**src/rtl/conv_encoder_tx.sv**
```systemverilog
// Rate-1/2 K=4 convolutional encoder with valid/ready framing.
// Ports: clk, rst (async active-low), enable (sync clear),
//   in_valid/in_ready/in_bit/in_last -> input bit stream,
//   out_valid/out_ready/d_out        -> coded symbol stream,
//   frame_done (final symbol accepted pulse), busy (frame active).
// Config macro: CONV_TAIL_FLUSH_EN appends 3 zero tail bits per frame.
module conv_encoder_tx #(
    parameter logic [3:0] G0        = 4'b1111,
    parameter logic [3:0] G1        = 4'b1101,
    parameter int         MAX_FRAME = 1024
) (
    input  logic       clk,
    input  logic       rst,
    input  logic       enable,
    input  logic       in_valid,
    output logic       in_ready,
    input  logic       in_bit,
    input  logic       in_last,
    output logic       out_valid,
    input  logic       out_ready,
    output logic [1:0] d_out,
    output logic       frame_done,
    output logic       busy
);

    localparam int CW = $clog2(MAX_FRAME);

    typedef enum logic [1:0] {
        S_IDLE,
        S_DATA,
        S_TAIL,
        S_END
    } state_t;

`ifdef CONV_TAIL_FLUSH_EN
    localparam state_t TERM = S_TAIL;
`else
    localparam state_t TERM = S_END;
`endif

    state_t        state;
    logic [2:0]    s;
    logic [CW-1:0] bit_cnt;
    logic [1:0]    tail_cnt;

    logic load;
    logic accept;
    logic at_max;

    function automatic logic [1:0] enc(
        input logic       u,
        input logic [2:0] st
    );
        logic [3:0] v;
        v = {u, st};
        return {^(v & G0), ^(v & G1)};
    endfunction

    // Output register may take a new symbol when empty or draining.
    assign load   = !out_valid || out_ready;
    assign in_ready = enable && rst && load &&
                      (state == S_IDLE || state == S_DATA);
    assign accept = in_valid && in_ready;
    // Accepting this bit fills the frame to MAX_FRAME.
    assign at_max = (({1'b0, bit_cnt} + 1'b1) ==
                     (CW+1)'(MAX_FRAME));

    always_ff @(posedge clk or negedge rst) begin
        if (!rst) begin
            state      <= S_IDLE;
            s          <= 3'b000;
            bit_cnt    <= '0;
            tail_cnt   <= 2'd0;
            out_valid  <= 1'b0;
            d_out      <= 2'b00;
            frame_done <= 1'b0;
            busy       <= 1'b0;
        end else if (!enable) begin
            state      <= S_IDLE;
            s          <= 3'b000;
            bit_cnt    <= '0;
            tail_cnt   <= 2'd0;
            out_valid  <= 1'b0;
            d_out      <= 2'b00;
            frame_done <= 1'b0;
            busy       <= 1'b0;
        end else begin
            frame_done <= 1'b0;

            if (load) begin
                if (accept) begin
                    out_valid <= 1'b1;
                    d_out     <= enc(in_bit, s);
                    s         <= {in_bit, s[2:1]};
                end else if (state == S_TAIL) begin
                    out_valid <= 1'b1;
                    d_out     <= enc(1'b0, s);
                    s         <= {1'b0, s[2:1]};
                end else begin
                    out_valid <= 1'b0;
                end
            end

            unique case (state)
                S_IDLE: begin
                    if (accept) begin
                        busy    <= 1'b1;
                        bit_cnt <= CW'(1);
                        state   <= in_last ? TERM : S_DATA;
                    end
                end
                S_DATA: begin
                    if (accept) begin
                        // Hold the count at the frame limit so it never wraps.
                        if (!at_max)
                            bit_cnt <= bit_cnt + 1'b1;
                        if (in_last || at_max)
                            state <= TERM;
                    end
                end
                S_TAIL: begin
                    if (load) begin
                        if (tail_cnt == 2'd2) begin
                            tail_cnt <= 2'd0;
                            state    <= S_END;
                        end else begin
                            tail_cnt <= tail_cnt + 2'd1;
                        end
                    end
                end
                S_END: begin
                    if (out_valid && out_ready) begin
                        frame_done <= 1'b1;
                        busy       <= 1'b0;
                        s          <= 3'b000;
                        bit_cnt    <= '0;
                        state      <= S_IDLE;
                    end
                end
            endcase
        end
    end

endmodule

```
**config.mk**
```make
export PLATFORM = sky130hd
export DESIGN_NAME = conv_encoder_tx
export DESIGN_NICKNAME = d
export VERILOG_FILES = /design/src/rtl/conv_encoder_tx.sv
export SDC_FILE = /design/constraint.sdc
export NUM_CORES = 1
export LEC_CHECK = 0
export CAP_MARGIN = 20
export CORE_MARGIN = 5
export CORE_UTILIZATION = 60
export DETAILED_ROUTE_END_ITERATION = 8
export HOLD_SLACK_MARGIN = 0.05
export PLACE_DENSITY_LB_ADDON = 0.15
export SETUP_SLACK_MARGIN = 0.05
export SYNTH_ARGS = -nofsm -noshare
export SYNTH_HDL_FRONTEND = slang
export SYNTH_SLANG_ARGS = --single-unit
```
**constraint.sdc**
```tcl
create_clock -name clk -period 3.2 [get_ports clk]
set_clock_uncertainty 0.1 [all_clocks]
set_input_delay 0.32 -clock clk [delete_from_list [all_inputs] [get_ports clk]]
set_output_delay 0.32 -clock clk [all_outputs]
set_load 0.005 [all_outputs]
```
==> flow_metrics.env, run 1 <==
export IMPL_peakVddDrop_mv=0.439
export IMPL_synth_top_area_share_pct=42.5
export IMPL_track_usage_pct=20.5
export IMPL_yosysWarnings=0
export IMPL_crit_path_start="enable"
export IMPL_synth_common_cells="dfrtp_1 (22), nand2_1 (16), o21ai_0 (13), nor2_1 (11), a21oi_1 (10)"
export IMPL_vias_per_cell=6.34
export IMPL_syn_area_sq_um=1300
export IMPL_start_util_pct=64.7
export IMPL_tightest_slew_ns=0.854
export IMPL_pin_count=13
export IMPL_synth_top_area_cell="dfrtp_1"
export IMPL_antenna_left=0
export IMPL_rows=16
export IMPL_async_reset_ff_share_pct=100
export IMPL_yosysUniqueCellTypes=47
export IMPL_grt_first_pass_wirelength_um=5160
export IMPL_finalNetCount=167
export IMPL_syn_avg_cell_area_sq_um=9.33
export IMPL_clock_path_buffers=2
export IMPL_dr_total_vias=1142
export IMPL_dp_hpwl_um=2190
export IMPL_die_w_um=56.5
export IMPL_cp_slowest_cell="clkdlybuf4s50_1"
export IMPL_grt_pass1_vias=1077
export IMPL_cp_common_cell="clkdlybuf4s50_1"
export IMPL_power_density_nw_per_um2=575
export IMPL_grt_max_degree=23
export IMPL_p_leak_nw=0.624
export IMPL_cpPeakStageDelay_ns=0.76
export IMPL_maxCapViolCount=0
export IMPL_drv_slew=0
export IMPL_post_cts_buffers=0
export IMPL_timing_rr_start="state[0]"
export IMPL_hold_class="in2async"
export IMPL_ys_seq_area_share_pct=42.5
export IMPL_cpLargestDelayFamily="buffers and inverters"
export IMPL_synthFlopType="dfrtp_1"
export IMPL_min_period_ns=2.51
export IMPL_fin_cells=180
export IMPL_clk_latency_ns=0.31
export IMPL_rsz0062_at_grt="false"
export IMPL_dieArea_sq_um=3190
export IMPL_port_buffers=12
export IMPL_cts_resized=0
export IMPL_wl_per_cell_um=16.2
export IMPL_synth_fp_nets=151
export IMPL_path_cells="clkdlybuf4s50_1 > nand2_1 > nor3_1 > clkdlybuf4s50_1"
export IMPL_cts_buffers=3
export IMPL_drive_gt1_share_pct=9.80
export IMPL_total_power_w=0.000846
export IMPL_clk_pin_slew_worst_paths_ns=0.12
export IMPL_syn_inst=139
export IMPL_diodes=0
export IMPL_finalHoldViolations=0
export IMPL_worstSetupPathType="in2out"
export IMPL_max_slew_margin_pct=43.1
export IMPL_ys_top_cells_by_area="dfrtp_1 (42%), o21ai_0 (5.0%), ha_1 (4.8%), nand2_1 (4.6%), a21oi_1 (3.9%)"
export IMPL_placed_cells=177
export IMPL_path_max_fanout=14
export IMPL_period_share_pct=78.4
export IMPL_die_height_um=56.5
export IMPL_htreeDepth=1
export IMPL_root_buffer="clkbuf_4"
export IMPL_required_ns=2.78
export IMPL_drt_pass1_iterations=4
export IMPL_status="completed"
export IMPL_postCtsHoldBufs=0
export IMPL_postSynthRegisterBits=22
export IMPL_syn2layout_area_growth_pct=13.5
export IMPL_setup_viol=0
export IMPL_cts_tree="done"
export IMPL_synth_edff_count=0
export IMPL_fmax_mhz=399
export IMPL_antenna_found_initial=0
export IMPL_critPathCaptureType="output pin"
export IMPL_start_kind="input pin"
export IMPL_grt_overflow_total=0
export IMPL_cp_data_arrival_time_ns=2.09
export IMPL_remaining_drc_errors=0
export IMPL_drt_total_wl_um=2920
export IMPL_fin_setup_tns_ns=0
export IMPL_coreArea_sq_um=2000
export IMPL_critPathBufInv=2
export IMPL_routabilityCongestion=0.870
export IMPL_synth_most_common_cell="dfrtp_1"
export IMPL_clock_sinks=22
export IMPL_dr_first_iter_drc_count=38
[per-layer routing]
| metal | part of all wire (%) | vias to the layer above | track usage [%] |
|---|---|---|---|
| met5 | 0 | - | 0 |
| met4 | 1.6 | 0 | 8.47 |
| met3 | 6.6 | 4 | 2.75 |
| met2 | 50 | 47 | 33.8 |
| met1 | 42 | 539 | 26.7 |
| li1 | - | 552 | - |
[metrics by stage]
stage / hold slack (ns) / utilization, % / setup WS [ns] / cell area [sq um]
after floorplan: -0.0756 / - / 1.12 / 1300
after global placement: 0.424 / 72.4 / 0.564 / 1450
after detailed placement: 0.428 / 72.4 / 0.443 / 1450
after CTS: 0.385 / 73.5 / 0.722 / 1470
after global routing: 0.413 / 73.5 / 0.549 / 1470
final: 0.394 / 73.5 / 0.692 / 1470
[layout by cell type (no fill, tap or decap), types with 2 or more instances in the layout]
master / synthesis / layout
a31oi_1: 4 / 4
mux2i_1: 4 / 4
clkdlybuf4s50_1: 0 / 12
mux2_2: 2 / 2
inv_1: 5 / 5
nand4_1: 2 / 2
nand2b_1: 2 / 2
nand2_1: 16 / 16
clkbuf_4: 0 / 3
ha_1: 5 / 5
a21oi_1: 10 / 10
and3_1: 2 / 2
nand3_1: 8 / 8
o21ai_0: 13 / 13
nor2_1: 11 / 11
dfrtp_1: 22 / 22
[sequential cells by signal, summed over array words and instances, names as in the netlist]
| register | count |
|---|---|
| state | 2 |
| tail_cnt | 2 |
| out_valid | 1 |
| d_out | 2 |
| bit_cnt | 10 |
| busy | 1 |
| frame_done | 1 |
| s | 3 |
[power by group]
group | switching, W | internal (W) | leakage, nW | total, W
combinational | 0.000211 | 0.000164 | 0.309 | 0.000375
clock | 0.0000821 | 0.0000440 | 0.0138 | 0.000126
sequential | 0.0000331 | 0.000311 | 0.301 | 0.000344
total | 0.000327 | 0.000519 | 0.624 | 0.000846
[worst register-to-register path: cells and delay by family (launching register included)]
family,cells,cell delay [ns]
compound gates,4,1.25
fa+ha+maj,1,0.26
buf+inv,1,0.08
simple gates,1,0.27
flops,1,0.42
[worst paths after layout]
check	endpoint	slack, ns	depth (start not counted)
max	in_ready	0.69	4
min	s[0]	0.39	2
max reg2reg	bit_cnt[1]	0.72	7
min reg2reg	bit_cnt[5]	0.46	1
max in group asynchronous	busy	2.37	2
min in group clk	bit_cnt[5]	0.46	1
[final cells by class]
class | instances | area (sq um)
inverters | 5 | 18.8
clock buffers | 3 | 22.5
fillers | 161 | 531
multi-input cells | 110 | 718
flip-flops and latches | 22 | 551
repair buffers | 13 | 128
well taps | 27 | 33.8
[cells by family (layout without fill, tap and decap cells)]
kind of cell / after synthesis / in the layout / share of synthesized area [%]
DFF: 22 / 22 / 42.5
xor gates and xnor gates: 2 / 2 / 1.35
buffers and inverters: 7 / 21 / 2.12
adders and majority gates: 5 / 5 / 4.83
muxes: 7 / 7 / 5.98
and+or+nand+nor: 56 / 56 / 23.7
AOI/OAI and AO/OA: 40 / 40 / 19.5
Power figures use the tool's default switching activity.
==> run 2: changes to the inputs <==
CORE_UTILIZATION = 55   (was 60)
clock period = 2.6 ns   (was 3.2 ns; I/O delays follow)
==> flow_metrics.env, run 2 (same netlist as run 1, synthesis figures left out) <==
export IMPL_die_w_um=58.5
export IMPL_period_share_pct=89.2
export IMPL_grt_pass1_vias=1192
export IMPL_post_cts_buffers=0
export IMPL_grt_util_met3_pct=3.29
export IMPL_max_slew_margin_pct=58.2
export IMPL_hold_slack_ns=0.246
export IMPL_met2_usage_pct=32.9
export IMPL_largest_register="bit_cnt"
export IMPL_coreArea_sq_um=2230
export IMPL_required_ns=2.24
export IMPL_grt_overflow_total=0
export IMPL_dr_total_vias=1164
export IMPL_dr_first_iter_drc_count=49
export IMPL_clock_path_buffers=2
export IMPL_power_density_nw_per_um2=768
export IMPL_seq_power_share_pct=36.4
export IMPL_timing_rr_start="bit_cnt[0]"
export IMPL_utilization_pct=68.3
export IMPL_clk_pin_slew_worst_paths_ns=0.13
export IMPL_placed_cells=181
export IMPL_endpoint="in_ready"
export IMPL_die_height_um=58.5
export IMPL_min_period_ns=2.32
export IMPL_htreeDepth=1
export IMPL_peakVddDrop_mv=0.510
export IMPL_crit_path_start="state[1]"
export IMPL_maxCapViolCount=0
export IMPL_clock_sinks=22
export IMPL_mostFrequentLayoutCell="dfrtp_1"
export IMPL_path_max_fanout=5
export IMPL_rsz0062_at_grt="false"
export IMPL_combinationalPowerShare_pct=41.0
export IMPL_critPathCaptureType="output pin"
export IMPL_cp_data_arrival_time_ns=1.96
export IMPL_grt_busiest_layer="met2"
export IMPL_routabilityCongestion=0.789
export IMPL_clk_latency_ns=0.31
export IMPL_grt_max_degree=25
export IMPL_finalNetCount=170
export IMPL_cts_resized=0
export IMPL_fin_setup_tns_ns=0
export IMPL_dp_hpwl_um=2220
export IMPL_antenna_found_initial=0
export IMPL_drv_slew=0
export IMPL_layout_common_cells="dfrtp_1 (22), nand2_1 (16), o21ai_0 (13), clkdlybuf4s50_1 (12), nor2_1 (11)"
export IMPL_track_usage_pct=19.4
export IMPL_fmax_mhz=431
export IMPL_diodes=0
export IMPL_root_buffer="clkbuf_4"
export IMPL_drt_total_wl_um=2930
export IMPL_worstSetupPathType="reg2out"
export IMPL_remaining_drc_errors=0
export IMPL_p_leak_nw=0.653
export IMPL_drt_pass1_iterations=4
export IMPL_tightest_slew_ns=0.621
export IMPL_sw_frac_of_total_pct=35.4
export IMPL_antenna_left=0
export IMPL_intPower_w=0.000756
export IMPL_start_util_pct=58.0
export IMPL_largest_reg_flops=10
export IMPL_gr_usage_met1_pct=23.2
export IMPL_r2r_end="state[0]"
export IMPL_pin_count=13
export IMPL_wl_per_cell_um=15.9
export IMPL_p_clk_share_pct=22.6
export IMPL_rrSetupSlack_ns=0.34
export IMPL_largestRegisters="bit_cnt: 10 flops, s: 3 flops"
export IMPL_hold_class="in2async"
export IMPL_status="completed"
export IMPL_postCtsHoldBufs=0
export IMPL_syn2layout_area_growth_pct=17.7
export IMPL_p_sw_w=0.000415
export IMPL_finalHoldViolations=0
export IMPL_rows=17
export IMPL_drive_gt1_share_pct=12.1
export IMPL_grt_first_pass_wirelength_um=5180
export IMPL_r2r_cells=6
export IMPL_vias_per_cell=6.29
export IMPL_cts_buffers=3
export IMPL_setup_viol=0
export IMPL_fin_cells=185
export IMPL_start_kind="register"
export IMPL_cts_tree="done"
export IMPL_dieArea_sq_um=3430
export IMPL_port_buffers=12
## run 2: cell count changes in the layout (fill, tap and decap cells not counted)
cell / before / now
buf_4: 1 / 4
bufinv_16: 0 / 1
## run 2: power groups by stage
stage | combinational [W] | sequential, W | clock (W)
3_3_place_gp | 0.000463 | 0.000427 | 0
2_1_floorplan | 0.000330 | 0.000422 | 0
3_5_place_dp | 0.000477 | 0.000431 | 0
5_1_grt | 0.000527 | 0.000434 | 0.000289
4_1_cts | 0.000481 | 0.000425 | 0.000268
6_report | 0.000480 | 0.000427 | 0.000265
## run 2: per-stage QoR
step | instance area, sq um | setup slack (ns) | power, W
finish | 1530 | 0.280 | 0.00117
global route | 1530 | 0.118 | 0.00125
CTS | 1530 | 0.270 | 0.00117
detailed placement | 1470 | 0.277 | 0.000908
global placement | 1470 | 0.250 | 0.000890
floorplan | 1300 | 0.523 | 0.000752
## run 2: worst min-delay path by stage
stage                            end        from  slack, ns  depth (start not counted)
final                     bit_cnt[5]         rst       0.25                          2
after detailed placement  bit_cnt[7]  bit_cnt[7]       0.44                          1
after CTS                 bit_cnt[5]         rst       0.24                          2
after global routing      bit_cnt[5]         rst       0.26                          2
after global placement    bit_cnt[7]  bit_cnt[7]       0.42                          1
after floorplan           bit_cnt[0]         rst      -0.14                          0
## run 2: routing by layer
metal	part of all wire, %	vias to the layer above
met5	0	-
met4	1.8	0
met3	3.5	6
met2	50	28
met1	45	578
li1	-	552
## run 2: area by class of cell
class | count | area (sq um)
tap | 28 | 35.0
inverter | 5 | 18.8
multi-input combinational | 110 | 718
clock buffer | 3 | 22.5
timing repair buffer | 16 | 150
fill | 186 | 708
clock inverter | 1 | 30.0
sequential | 22 | 551
## run 2: worst max-delay path, cell delays in order, from the launching register on
cell             delay (ns)
dfrtp_1                0.43
inv_1                  0.12
ha_1                   0.25
nor2_2                 0.10
nor3_1                 0.20
clkdlybuf4s50_1        0.56
==> run 3: changes to the inputs <==
SETUP_SLACK_MARGIN = 0.1   (was 0.05)
==> results of run 3 <==
No change in the layout: final DEF, timing and power equal those of run 2.
